<file path="src/rtl/led_sequence_ctrl.sv">
// MMIO-programmed LED blink sequencer: steps through a period/mask/duration table on a prescaled tick.
// Optional interrupt output and CTRL irq_en bit are built when LED_SEQ_IRQ_EN is defined.
module led_sequence_ctrl #(
    parameter int W        = 4,
    parameter int CNT_W    = 16,
    parameter int DEPTH    = 8,
    parameter int TICK_DIV = 100000
) (
    input  logic                 clk,
    input  logic                 reset,
    input  logic                 cs,
    input  logic                 read,
    input  logic                 write,
    input  logic [4:0]           addr,
    input  logic [31:0]          wr_data,
    output logic [31:0]          rd_data,
    output logic [W*CNT_W-1:0]   period_out,
    output logic                 period_vld,
    output logic                 busy
`ifdef LED_SEQ_IRQ_EN
    ,
    output logic                 irq
`endif
);

    localparam int IDX_W = (DEPTH > 1) ? $clog2(DEPTH) : 1;
    localparam int PS_W  = (TICK_DIV > 1) ? $clog2(TICK_DIV) : 1;
    localparam logic [4:0]      DEPTH_C = 5'(DEPTH);
    localparam logic [PS_W-1:0] PS_MAX  = PS_W'(TICK_DIV - 1);

    typedef enum logic [1:0] {
        S_IDLE = 2'd0,
        S_LOAD = 2'd1,
        S_RUN  = 2'd2,
        S_FIN  = 2'd3
    } state_t;

    state_t               r_state;
    state_t               w_state_nxt;
    logic [31:0]          r_table [DEPTH];
    logic [4:0]           r_nstep;
    logic                 r_loop_en;
    logic                 r_done;
    logic [IDX_W-1:0]     r_idx;
    logic [7:0]           r_dur;
    logic [PS_W-1:0]      r_presc;
    logic [W*CNT_W-1:0]   r_period;
    logic                 r_vld;
    logic                 r_busy;
    logic                 w_irq_en_rd;

    logic                 w_wr;
    logic                 w_ctrl_wr;
    logic                 w_start;
    logic                 w_stop;
    logic                 w_done_clr;
    logic                 w_start_acc;
    logic                 w_step_wr;
    logic                 w_step_hit;
    logic [31:0]          w_entry;
    logic                 w_tick;
    logic                 w_expire;
    logic                 w_more;
    logic                 w_do_load;
    logic                 w_do_clear;
    logic                 w_set_done;
    logic [W*CNT_W-1:0]   w_period_load;
    logic [3:0]           w_cur_idx;
    logic                 w_unused_rd;

    assign w_unused_rd = read;

    assign w_wr        = cs & write;
    assign w_ctrl_wr   = w_wr & (addr == 5'd0);
    assign w_start     = w_ctrl_wr & wr_data[0];
    assign w_stop      = w_ctrl_wr & wr_data[1];
    assign w_done_clr  = w_ctrl_wr & wr_data[3];
    // A start with an empty table is dropped; stop always beats start.
    assign w_start_acc = w_start & ~w_stop & (r_nstep != 5'd0);
    assign w_step_hit  = addr[4] & ({1'b0, addr[3:0]} < DEPTH_C);
    assign w_step_wr   = w_wr & w_step_hit;
    assign w_entry     = r_table[r_idx];
    assign w_tick      = (r_state == S_RUN) && (r_presc == PS_MAX);
    // Duration 0 never expires, so the step holds until stop or start.
    assign w_expire    = w_tick && (r_dur == 8'd1);
    assign w_more      = (5'(r_idx) + 5'd1) < r_nstep;
    assign w_cur_idx   = 4'(r_idx);

    assign period_out  = r_period;
    assign period_vld  = r_vld;
    assign busy        = r_busy;

`ifdef LED_SEQ_IRQ_EN
    logic r_irq_en;
    assign w_irq_en_rd = r_irq_en;
    assign irq         = r_done & r_irq_en;
`else
    assign w_irq_en_rd = 1'b0;
`endif

    // State register
    always_ff @(posedge clk or posedge reset) begin
        if (reset) begin
            r_state <= S_IDLE;
        end else begin
            r_state <= w_state_nxt;
        end
    end

    // Next-state decode
    always_comb begin
        w_state_nxt = r_state;
        if (w_stop) begin
            w_state_nxt = S_IDLE;
        end else if (w_start_acc) begin
            w_state_nxt = S_LOAD;
        end else begin
            case (r_state)
                S_IDLE:  w_state_nxt = S_IDLE;
                S_LOAD:  w_state_nxt = S_RUN;
                S_RUN: begin
                    if (w_expire) begin
                        w_state_nxt = (w_more || r_loop_en) ? S_LOAD : S_FIN;
                    end else begin
                        w_state_nxt = S_RUN;
                    end
                end
                S_FIN:   w_state_nxt = S_IDLE;
                default: w_state_nxt = S_IDLE;
            endcase
        end
    end

    // Output decode: which datapath action the current state requests
    always_comb begin
        w_do_load  = 1'b0;
        w_do_clear = 1'b0;
        w_set_done = 1'b0;
        if (w_stop) begin
            w_do_clear = 1'b1;
        end else if (w_start_acc) begin
            w_do_load = (r_state == S_LOAD);
        end else begin
            case (r_state)
                S_LOAD: w_do_load = 1'b1;
                S_FIN: begin
                    w_do_clear = 1'b1;
                    w_set_done = 1'b1;
                end
                default: w_do_load = 1'b0;
            endcase
        end
    end

    // Expand the current step entry into per-LED periods
    always_comb begin
        w_period_load = {(W*CNT_W){1'b0}};
        for (int i = 0; i < W; i++) begin
            w_period_load[i*CNT_W +: CNT_W] = w_entry[16+i] ? w_entry[CNT_W-1:0] : {CNT_W{1'b0}};
        end
    end

    // Sequencer datapath: step index, duration/prescaler counters, LED outputs
    always_ff @(posedge clk or posedge reset) begin
        if (reset) begin
            r_idx    <= {IDX_W{1'b0}};
            r_dur    <= 8'd0;
            r_presc  <= {PS_W{1'b0}};
            r_period <= {(W*CNT_W){1'b0}};
            r_vld    <= 1'b0;
            r_busy   <= 1'b0;
        end else begin
            r_busy <= (w_state_nxt != S_IDLE);
            if (w_stop) begin
                r_idx <= r_idx;
            end else if (w_start_acc) begin
                r_idx <= {IDX_W{1'b0}};
            end else if (w_expire && w_more) begin
                r_idx <= r_idx + {{(IDX_W-1){1'b0}}, 1'b1};
            end else if (w_expire && r_loop_en) begin
                r_idx <= {IDX_W{1'b0}};
            end else begin
                r_idx <= r_idx;
            end
            if (w_do_load) begin
                r_dur   <= w_entry[31:24];
                r_presc <= {PS_W{1'b0}};
            end else if (r_state == S_RUN) begin
                r_presc <= w_tick ? {PS_W{1'b0}} : r_presc + {{(PS_W-1){1'b0}}, 1'b1};
                if (w_tick && (r_dur != 8'd0)) begin
                    r_dur <= r_dur - 8'd1;
                end else begin
                    r_dur <= r_dur;
                end
            end else begin
                r_dur   <= r_dur;
                r_presc <= r_presc;
            end
            if (w_do_load) begin
                r_period <= w_period_load;
                r_vld    <= 1'b1;
            end else if (w_do_clear) begin
                r_period <= {(W*CNT_W){1'b0}};
                r_vld    <= 1'b1;
            end else begin
                r_vld    <= 1'b0;
            end
        end
    end

    // Software-visible registers and step table
    always_ff @(posedge clk or posedge reset) begin
        if (reset) begin
            for (int k = 0; k < DEPTH; k++) begin
                r_table[k] <= 32'd0;
            end
            r_nstep   <= 5'd0;
            r_loop_en <= 1'b0;
            r_done    <= 1'b0;
`ifdef LED_SEQ_IRQ_EN
            r_irq_en  <= 1'b0;
`endif
        end else begin
            if (w_step_wr) begin
                r_table[addr[IDX_W-1:0]] <= wr_data;
            end
            if (w_wr && (addr == 5'd1)) begin
                r_nstep <= (wr_data[4:0] > DEPTH_C) ? DEPTH_C : wr_data[4:0];
            end
            if (w_ctrl_wr) begin
                r_loop_en <= wr_data[2];
`ifdef LED_SEQ_IRQ_EN
                r_irq_en  <= wr_data[4];
`endif
            end
            // A completion in the same cycle as done_clr keeps done set.
            if (w_set_done) begin
                r_done <= 1'b1;
            end else if (w_done_clr) begin
                r_done <= 1'b0;
            end else begin
                r_done <= r_done;
            end
        end
    end

    // Read-back mux
    always_comb begin
        rd_data = 32'd0;
        if (addr == 5'd0) begin
            rd_data = {27'd0, w_irq_en_rd, 1'b0, r_loop_en, 2'b00};
        end else if (addr == 5'd1) begin
            rd_data = {27'd0, r_nstep};
        end else if (addr == 5'd2) begin
            rd_data = {20'd0, w_cur_idx, 6'd0, r_done, r_busy};
        end else if (w_step_hit) begin
            rd_data = r_table[addr[IDX_W-1:0]];
        end else begin
            rd_data = 32'd0;
        end
    end

endmodule
</file>
<file path="config.mk">
export PLATFORM = sky130hd
export DESIGN_NAME = led_sequence_ctrl
export DESIGN_NICKNAME = d
export VERILOG_FILES = /design/src/rtl/led_sequence_ctrl.sv
export SDC_FILE = /design/constraint.sdc
export NUM_CORES = 1
export LEC_CHECK = 0
export ABC_AREA = 1
export CELL_PAD_IN_SITES_DETAIL_PLACEMENT = 0
export CELL_PAD_IN_SITES_GLOBAL_PLACEMENT = 1
export CORE_MARGIN = 4
export CORE_UTILIZATION = 40
export CTS_CLUSTER_DIAMETER = 30
export DETAILED_ROUTE_END_ITERATION = 8
export GPL_TIMING_DRIVEN = 0
export PLACE_DENSITY_LB_ADDON = 0.1
export RECOVER_POWER = 25
export SLEW_MARGIN = 20
export SYNTH_ARGS = -nofsm -noshare
export SYNTH_HDL_FRONTEND = slang
export SYNTH_SLANG_ARGS = --single-unit
</file>
<file path="constraint.sdc">
create_clock -name clk -period 13.05 [get_ports clk]
set_input_delay 2.61 -clock clk [delete_from_list [all_inputs] [get_ports clk]]
set_output_delay 2.61 -clock clk [all_outputs]
set_load 0.02 [all_outputs]
</file>
After elaboration in Yosys (flattened, before gate mapping)
Index checks and enable logic that the tools add are counted.

operators by class
  $add $sub $neg = 4
  magnitude comparators = 6
  eq/ne operators = 7
  multiplexer cells = 45
  bitwise gates (word level) = 12
  reductions and logical operators = 21

operators by type and width
  cell                                                 count
  two-way mux 32 bit                                   9
  bitwise mux 256 bit                                  1
  binary-select mux 32 bit (select 3 bit)              2
  two-way mux 64 bit                                   2
  demux 32 bit (select 3 bit)                          1
  two-way mux 16 bit                                   4
  two-way mux 17 bit                                   3
  two-way mux 8 bit                                    3
  adder 17 x 1 -> 17 bit, second input constant        1
  equality test 17 bit, second input constant          1
  two-way mux 1 bit                                    11
  nonzero test 2 bit                                   5
  bitwise AND 1 bit                                    9
  two-way mux 3 bit                                    3
  equality test 8 x 1 -> 1 bit, second input constant  1
  >= comparator 4 bit, second input constant           2
  two-way mux 2 bit                                    4
  inverter 3 -> 4 bit                                  2
  nonzero test 8 bit                                   1
  subtractor 8 x 1 -> 8 bit, second input constant     1
  logical AND 1 bit                                    7
  one-hot mux 2 bit (3 select lines)                   1
  equality test 5 x 1 -> 1 bit, second input constant  1
  equality test 5 x 2 -> 1 bit, second input constant  1
  other kinds (17)                                     19

storage, ports and cells
  register bits after elaboration = 359
  bits of input ports = 42
  output and inout port bits = 98
  logic and storage cells = 113

Logic depth before layout (Yosys ltp)
Gate-level depths: netlist of the first run.

  word-level depth = 10
  depth in mapped cells = 16
  gate-level depth less buffers = 13

Worst setup path before layout of the first run
Ideal clock, no wire load.

  kind = input to output
  from = in addr[0]
  to = out rd_data[21]
  arrival time = 3.959 ns
  data required time = 10.440 ns
  slack = 6.481 ns
  stages = 7
  buffers on the path = 3
  cell sequence = buf_2 > buf_1 > clkbuf_1 > nor2_1 > nor2_1 > o21ai_0 > a31oi_1

between the ends
  word-level cells in the longest chain between the ends = 8
  elaborated cells between the ends (all ways) = 13
  classes of those cells = order compare (1); eq/ne (2); mux (7); bitwise (2); reduce/logical (1)

ends and longest elaborated chain
  element                                                line  source
  from (decl)                                            14    input logic [4:0] addr,
  inverter 3 -> 4 bit (implied by the code)              257   rd_data = r_table[addr[IDX_W-1:0]];
  binary-select mux 32 bit (select 3 bit)                257
  two-way mux 32 bit (implied by the code) (2 in a row)  257
  two-way mux 32 bit                                     256   end else if (w_step_hit) begin
  two-way mux 32 bit                                     254   end else if (addr == 5'd2) begin
  two-way mux 32 bit                                     252   end else if (addr == 5'd1) begin
  two-way mux 32 bit *                                   250   if (addr == 5'd0) begin
  to (decl)                                              16    output logic [31:0] rd_data,

Every way passes the cells marked *; elsewhere a longest branch is shown, timed or not. The select of a mux whose other input is x is not followed.

Worst setup path in the final report of the first run
  from = in addr[1]
  to = out rd_data[8]

Same word-level chain as after synthesis.

==> results of run 1 <==
how the worst min path moves through the flow:
stage	start	to	slack (ns)
floorplan	r_table[148]	r_table[148]	0.45
global placement	r_table[86]	r_table[86]	0.46
detailed placement	period_out[11]	period_out[11]	0.46
CTS	period_out[11]	period_out[11]	0.48
global route	r_table[52]	r_table[52]	0.49
finish	period_out[11]	period_out[11]	0.47
worst max-delay path, delay by kind of cell:
| family | cells | cell delay [ns] |
|---|---|---|
| buffers and inverters | 4 | 2.34 |
| AO/OA/AOI/OAI | 3 | 1.10 |
| AND/OR/NAND/NOR | 2 | 0.39 |
area by class of cell:
| cell class | count | area share (%) |
|---|---|---|
| multi-input cells | 1679 | 33.5 |
| clock inverters | 39 | 2.09 |
| repair buffers | 141 | 6.08 |
| inverters | 155 | 2.47 |
| flip-flops and latches | 359 | 38.1 |
| clock buffers | 134 | 11.9 |
| plain buffers | 147 | 2.73 |
| well taps | 592 | 3.14 |
| diodes | 1 | 0.0106 |
registers in the layout, summed over array words and instances, names as in the netlist:
register,flops
r_idx,3
r_presc,17
period_vld,1
r_table,256
period_out,64
r_dur,8
r_state,2
busy,1
r_loop_en,1
r_done,1
r_nstep,5
through the flow:
| stage | worst slack, ns | hold WS [ns] | utilization, % |
|---|---|---|---|
| 2_1_floorplan | 0.478 | 0.448 | - |
| 3_3_place_gp | -4.45 | 0.461 | 45.4 |
| 3_5_place_dp | 4.28 | 0.465 | 45.7 |
| 4_1_cts | 4.27 | 0.478 | 53.1 |
| 5_1_grt | 3.84 | 0.492 | 52.9 |
| 6_report | 3.98 | 0.473 | 53.0 |
routing by layer:
layer | up-vias | track usage, % | part of all wire (%)
met1 | 9049 | 44.0 | 43
li1 | 8284 | - | -
met2 | 950 | 47.7 | 44
met4 | 2 | 13.6 | 4.2
met5 | - | 0 | 0.014
met3 | 192 | 7.13 | 9.4
placed cells by master, fill, tap and decap left out, drive strengths merged:
cell type	n
clkinvlp	6
inv	155
diode	1
clkinv	24
bufinv	9
and3b	1
a211oi	1
clkdlybuf4s50	135
dfrtp	359
buf	56
clkbuf	229
nand3	74
xor2	12
o221ai	1
o22ai	10
ha	10
xnor2	2
dlygate4sd3	2
a31oi	24
nor3	5
o21ai	488
or2	3
nor4	1
a21oi	60
o211a	3
nor2	183
nand4	17
o211ai	91
o21a	4
nand2	689
power groups by stage:
stage / combinational, mW / clock [mW] / sequential (mW)
detailed placement: 0.363 / 0 / 1.34
CTS: 0.364 / 2.38 / 1.32
floorplan: 0.244 / 0 / 1.32
global route: 0.416 / 2.44 / 1.34
global placement: 0.350 / 0 / 1.34
finish: 0.366 / 2.37 / 1.33
cell families (layout without fill, tap and decap cells):
kind of cell	after synthesis	after routing	share of synthesized area, %
xor gates and xnor gates	14	14	0.677
and+or+nand+nor	973	973	21.6
DFF	359	359	49.6
AOI/OAI and AO/OA	682	682	20.6
adders and majority gates	10	10	0.691
other	0	1	0
buffers and inverters	302	616	6.77
==> results by group, run 1 <==
Clocking
  • # clock sinks: 359
  • Clk root buf: clkbuf_16
  • Post_cts resized: 0
  • Clock buffer depth: 3
  • Post-CTS Setup Inserts: 0
  • Clock transition at the registers of the reported paths: 0.04 ns
  • CTS HTree Levels: 3
  • CTS Buf Count: 95
  • Worst-Skew Late Latency: 0.63 ns
  • CTS Hold Buffers Added: 0
  • TritonCTS clock tree: done

Job
  • MaxCap Viol Count: 3

Worst setup path
  • Top cell by count, worst path: o21ai_0
  • Peak per-stage delay on the critical path: 0.69 ns
  • CP Launch Type: primary input
  • Worst Setup SP: addr[1]
  • Worst Setup EP: rd_data[8]
  • CP required: 10.44 ns
  • Worst R2R Path Depth: 15
  • Crit-path cells: dlygate4sd3_1 -> nand2_2 -> clkinv_1 -> clkbuf_1 -> o211ai_1 -> nand3_1 -> o21ai_0 -> o21ai_0 -> clkdlybuf4s50_1
  • Reg2Reg Setup Slack: 9.46 ns
  • CP Capture Type: output port
  • CP max stage cell: dlygate4sd3_1
  • Crit Path Max Fanout: 10
  • CP Class: primary input to output port
  • R2R Path End: r_idx[2]
  • Reg2reg start: r_idx[1]
  • WP data arrival: 6.46 ns

Synth
  • Sequential area share after synthesis: 49.6%
  • Synth async-reset ratio: 100%
  • Synth top area cells: dfrtp_1, nand2_1, o21ai_0
  • Post-synthesis cell area: approximately 18000 sq um
  • Synth unique cells: 37
  • Synth Net Count: between 2000 and 2500
  • Post-synth top area share: 49.6%
  • Most common cell in the synthesized netlist: nand2_1
  • Synth Flop Type: dfrtp_1
  • Top cells by count, synth: nand2_1, o21ai_0, dfrtp_1, nor2_1, inv_1
  • Cell count after synthesis: 2340
  • Total of warnings raised by yosys: 0
  • Flops & latches, synth: 359
  • Synthesized area per cell: 7.74 sq um
  • Yosys top cell by area: dfrtp_1
  • Post-synth EDFFs: 0

Route
  • Vias per cell: 5.69
  • Post-route DRC: 0
  • Routed len/inst: 23.7 microns
  • Total Wirelength: between 70 and 80 mm
  • Routed Antenna Nets: 0
  • Number of DRC markers in iteration 0: 2038
  • Via count: approximately 18000
  • Drt pass-1 iters: 6

Layout
  • Non-Filler Instances: 3247
  • Layout cells sized above 1: 9.04%
  • Filler instances: 4316
  • Final non-filler cell area: 23600 sq um
  • Reg area: 8980 sq um
  • Multi-input logic area: 7890 sq um
  • Final nets: 2630
  • Syn-to-layout area delta: 30.2%

Timing
  • RSZ-0062 raised after global routing: no
  • Max Slew Vio Count: approximately 200
  • Worst-Margin Slew: 4.63 ns
  • Final Setup Violations: 0
  • Fin. Hold Viols: 0
  • Period utilization: 69.5%
  • Final TNS setup: 0 ns
  • FMAX: 110 MHz
  • Max-Slew Margin vs Limit: -209%
  • Minimum clock period: slightly above 9 ns
  • Final Skew: 0.0169 ns

Min path
  • Worst hold stages: 2
  • Worst Hold Class: register to register

Global routing
  • Initial antenna violation count: 1
  • GRT overflow: 0
  • Largest net degree at the start of global routing: 95
  • All-Layer GR Usage: 31.6%
  • Vias in the first global route: 18000
  • First-pass GRT wire length: ~110 mm

Place
  • Detail Placement HPWL: 51.8 mm
  • Area after DPL: ~20000 sq um
  • Routability cong.: 0.926
  • Placed insts: ~3000
  • Port-buffer cells: 137

Power and ir drop
  • Psw: 1.05 mW
  • Sw frac: 25.8%
  • Peak supply drop: approximately 0.00013 V
  • Total power: 4.06 mW
  • Clock network power share: about three fifths
  • PwrDens: 172 nW/um^2
  • Pint: 3.01 mW
  • Sequential Power Share: approximately 33%
  • Lkg Pwr: about 11 nW
  • Combinational Power Share: 9.0%

Die
  • Initial Util: between 40% and 50%
  • Die area: roughly 50000 sq um
  • Ports: 140
  • Std-Cell Rows: 77
  • Area of the core: 44500 sq um
  • Height of the die: 221 microns
  • Die X: 221 microns

Run status
  • Status: finished with violations
  • Failing checks: max-capacitance violations, max-slew violations
Power figures use the tool's default switching activity.
==> run 2, diff against run 1 <==
- clock period: 13.05 -> 8.2 ns (I/O delays scaled with it)
==> results by group, run 2 (synthesis results as in run 1) <==
Die
  • Ports: 140
  • Std-Cell Rows: 77
  • Initial Util: slightly above 40%
  • Die area: 48700 sq um
  • Die X: between 200 and 250 microns
  • Area of the core: 44500 sq um
  • Height of the die: 221 microns

Global routing
  • First-pass GRT wire length: roughly 120 mm
  • Vias in the first global route: 18100
  • GRT met1 Usage: 44.5%
  • GRT overflow: 0
  • Largest net degree at the start of global routing: 36
  • All-Layer GR Usage: 31.8%
  • Routing usage on met3: 6.65%
  • Initial antenna violation count: 0
  • Most Crowded Layer GR: met2
  • Grt met2 use: between 40% and 50%

Power and ir drop
  • PwrDens: 279 nW/um^2
  • Combinational Power Share: 8.9%
  • Sequential Power Share: 32.0%
  • Sw frac: 25.0%
  • Peak supply drop: 0.000158 V
  • Pint: just under 5 mW
  • Psw: 1.65 mW
  • Lkg Pwr: around 11 nW
  • Clock network power share: roughly three fifths

Worst setup path
  • WP data arrival: approximately 5.4 ns
  • Worst R2R Path Depth: 15
  • CP Capture Type: output port
  • Crit Path Max Fanout: 10
  • CP max stage cell: clkbuf_1
  • CP required: 6.56 ns
  • Cell family with most CP delay: buffers and inverters
  • R2R Path End: r_idx[2]
  • Reg2reg start: r_idx[1]
  • CP Class: primary input to output port
  • Reg2Reg Setup Slack: 4.60 ns
  • Worst Path Buf+Inv: 4
  • Crit-path cells: dlygate4sd3_1 -> nand2_2 -> clkinv_1 -> clkbuf_1 -> o211ai_1 -> nand3_1 -> o21ai_0 -> a21oi_1 -> clkdlybuf4s50_1
  • CP Launch Type: primary input
  • Peak per-stage delay on the critical path: about 0.80 ns

Place
  • Dpl ws: 1.43 ns
  • Placed insts: between 3000 and 4000
  • Area after DPL: 20500 sq um
  • Port-buffer cells: between 100 and 150
  • Routability cong.: between 0.9 and 1
  • Detail Placement HPWL: ~53 mm

Layout
  • Finished Core Util: 53.3%
  • Layout cells sized above 1: 9.13%
  • Most frequent cells in the layout: nand2_1, o21ai_0, dfrtp_1
  • Final non-filler cell area: around 24000 sq um
  • Final nets: 2636
  • Max reg flops: between 200 and 300
  • Non-Filler Instances: 3255
  • Syn-to-layout area delta: 31.1%
  • Top reg by flops: r_table
  • Commonest non-fill, non-tap cell in the layout: nand2_1

Route
  • Vias per cell: 5.66
  • Routed len/inst: roughly 24 microns
  • Post-route DRC: 0
  • Drt pass-1 iters: 8
  • Via count: about 18000
  • Total Wirelength: roughly 77 mm
  • Routed Antenna Nets: 0
  • Number of DRC markers in iteration 0: between 2000 and 2500

Clocking
  • Post-CTS Setup Inserts: 0
  • CTS Buf Count: 92
  • CTS HTree Levels: 3
  • # clock sinks: 359
  • Clock transition at the registers of the reported paths: approximately 0.040 ns
  • Clk root buf: clkbuf_16
  • Post_cts resized: 0
  • Worst-Skew Late Latency: 0.62 ns
  • Clock buffer depth: 3
  • CTS Hold Buffers Added: 0
  • TritonCTS clock tree: done

Timing
  • Max Slew Vio Count: 114
  • Max-Slew Margin vs Limit: -18.1%
  • Final Skew: between 0.015 and 0.02 ns
  • Period utilization: 85.9%
  • FMAX: 142 MHz
  • RSZ-0062 raised after global routing: no
  • Fin. Hold Viols: 0
  • Final Setup Violations: 0
  • Worst-Margin Slew: 1.77 ns
  • Worst hold slack: 0.477 ns
  • Final setup margin: around 1.2 ns
  • Minimum clock period: just over 7 ns

Min path
  • Worst hold stages: 2
  • Sink of the worst hold path: period_out[13]
  • Hold_sp: period_out[13]
  • Worst Hold Class: register to register

Job
  • MaxCap Viol Count: 4

Run status
  • Failing checks: max-capacitance violations, max-slew violations
  • Status: finished with violations
-- run 2: cell count changes in the layout (fill, tap and decap cells not counted) --
cell / change
buf_12: +4
buf_16: -1
bufinv_16: +9
clkbuf_1: +5
clkbuf_16: -1
clkbuf_8: -10
clkinv_2: +5
clkinv_8: -1
clkinvlp_4: -1
inv_16: -1
-- run 2: worst max-delay path by stage --
stage / startpoint / endpoint / slack [ns] / cells after the start
global route: reset / r_table[150] / 1.04 / 7
floorplan: reset / busy / 1.75 / 1
CTS: addr[1] / rd_data[8] / 1.42 / 9
finish: addr[1] / rd_data[10] / 1.16 / 9
detailed placement: addr[1] / rd_data[8] / 1.43 / 9
global placement: reset / r_table[150] / -1.03 / 2
-- run 2: worst reg2reg max path, delay by kind of cell, from the launching register on --
| kind | cells | cell delay, ns |
|---|---|---|
| flip-flops | 1 | 0.34 |
| adder cells (fa/ha/maj) | 1 | 0.31 |
| buffers and inverters | 4 | 1.45 |
| AND/OR/NAND/NOR | 10 | 1.33 |
-- run 2: area by class of cell --
type	instances	area [sq um]
Clock inverter	50	744
Timing Repair Buffer	150	1510
Clock buffer	122	2630
Antenna cell	1	2.50
Buffer	147	644
Multi-Input combinational cell	1679	7890
Sequential cell	359	8980
Inverter	155	583
Tap cell	592	741
Fill cell	4321	20800
-- run 2: metal layers --
metal | wire (microns) | share of wire (%) | up-vias
met2 | 34200 | 44 | 929
li1 | - | - | 8301
met1 | 33200 | 43 | 9019
met4 | 3050 | 3.9 | 0
met5 | 0 | 0 | -
met3 | 6800 | 8.8 | 184
-- run 2: stage by stage --
stage / total power, mW / setup TNS, ns
final: 6.62 / 0
after global routing: 6.87 / 0
after CTS: 6.64 / 0
after detailed placement: 2.72 / 0
after global placement: 2.69 / -354.49
after floorplan: 2.48 / 0
-- run 2: power by group through the flow --
stage | registers, mW | clock network [mW] | logic (mW)
3_3_place_gp | 2.13 | 0 | 0.558
2_1_floorplan | 2.09 | 0 | 0.389
5_1_grt | 2.14 | 4.06 | 0.668
4_1_cts | 2.11 | 3.94 | 0.591
3_5_place_dp | 2.13 | 0 | 0.588
6_report | 2.12 | 3.92 | 0.586
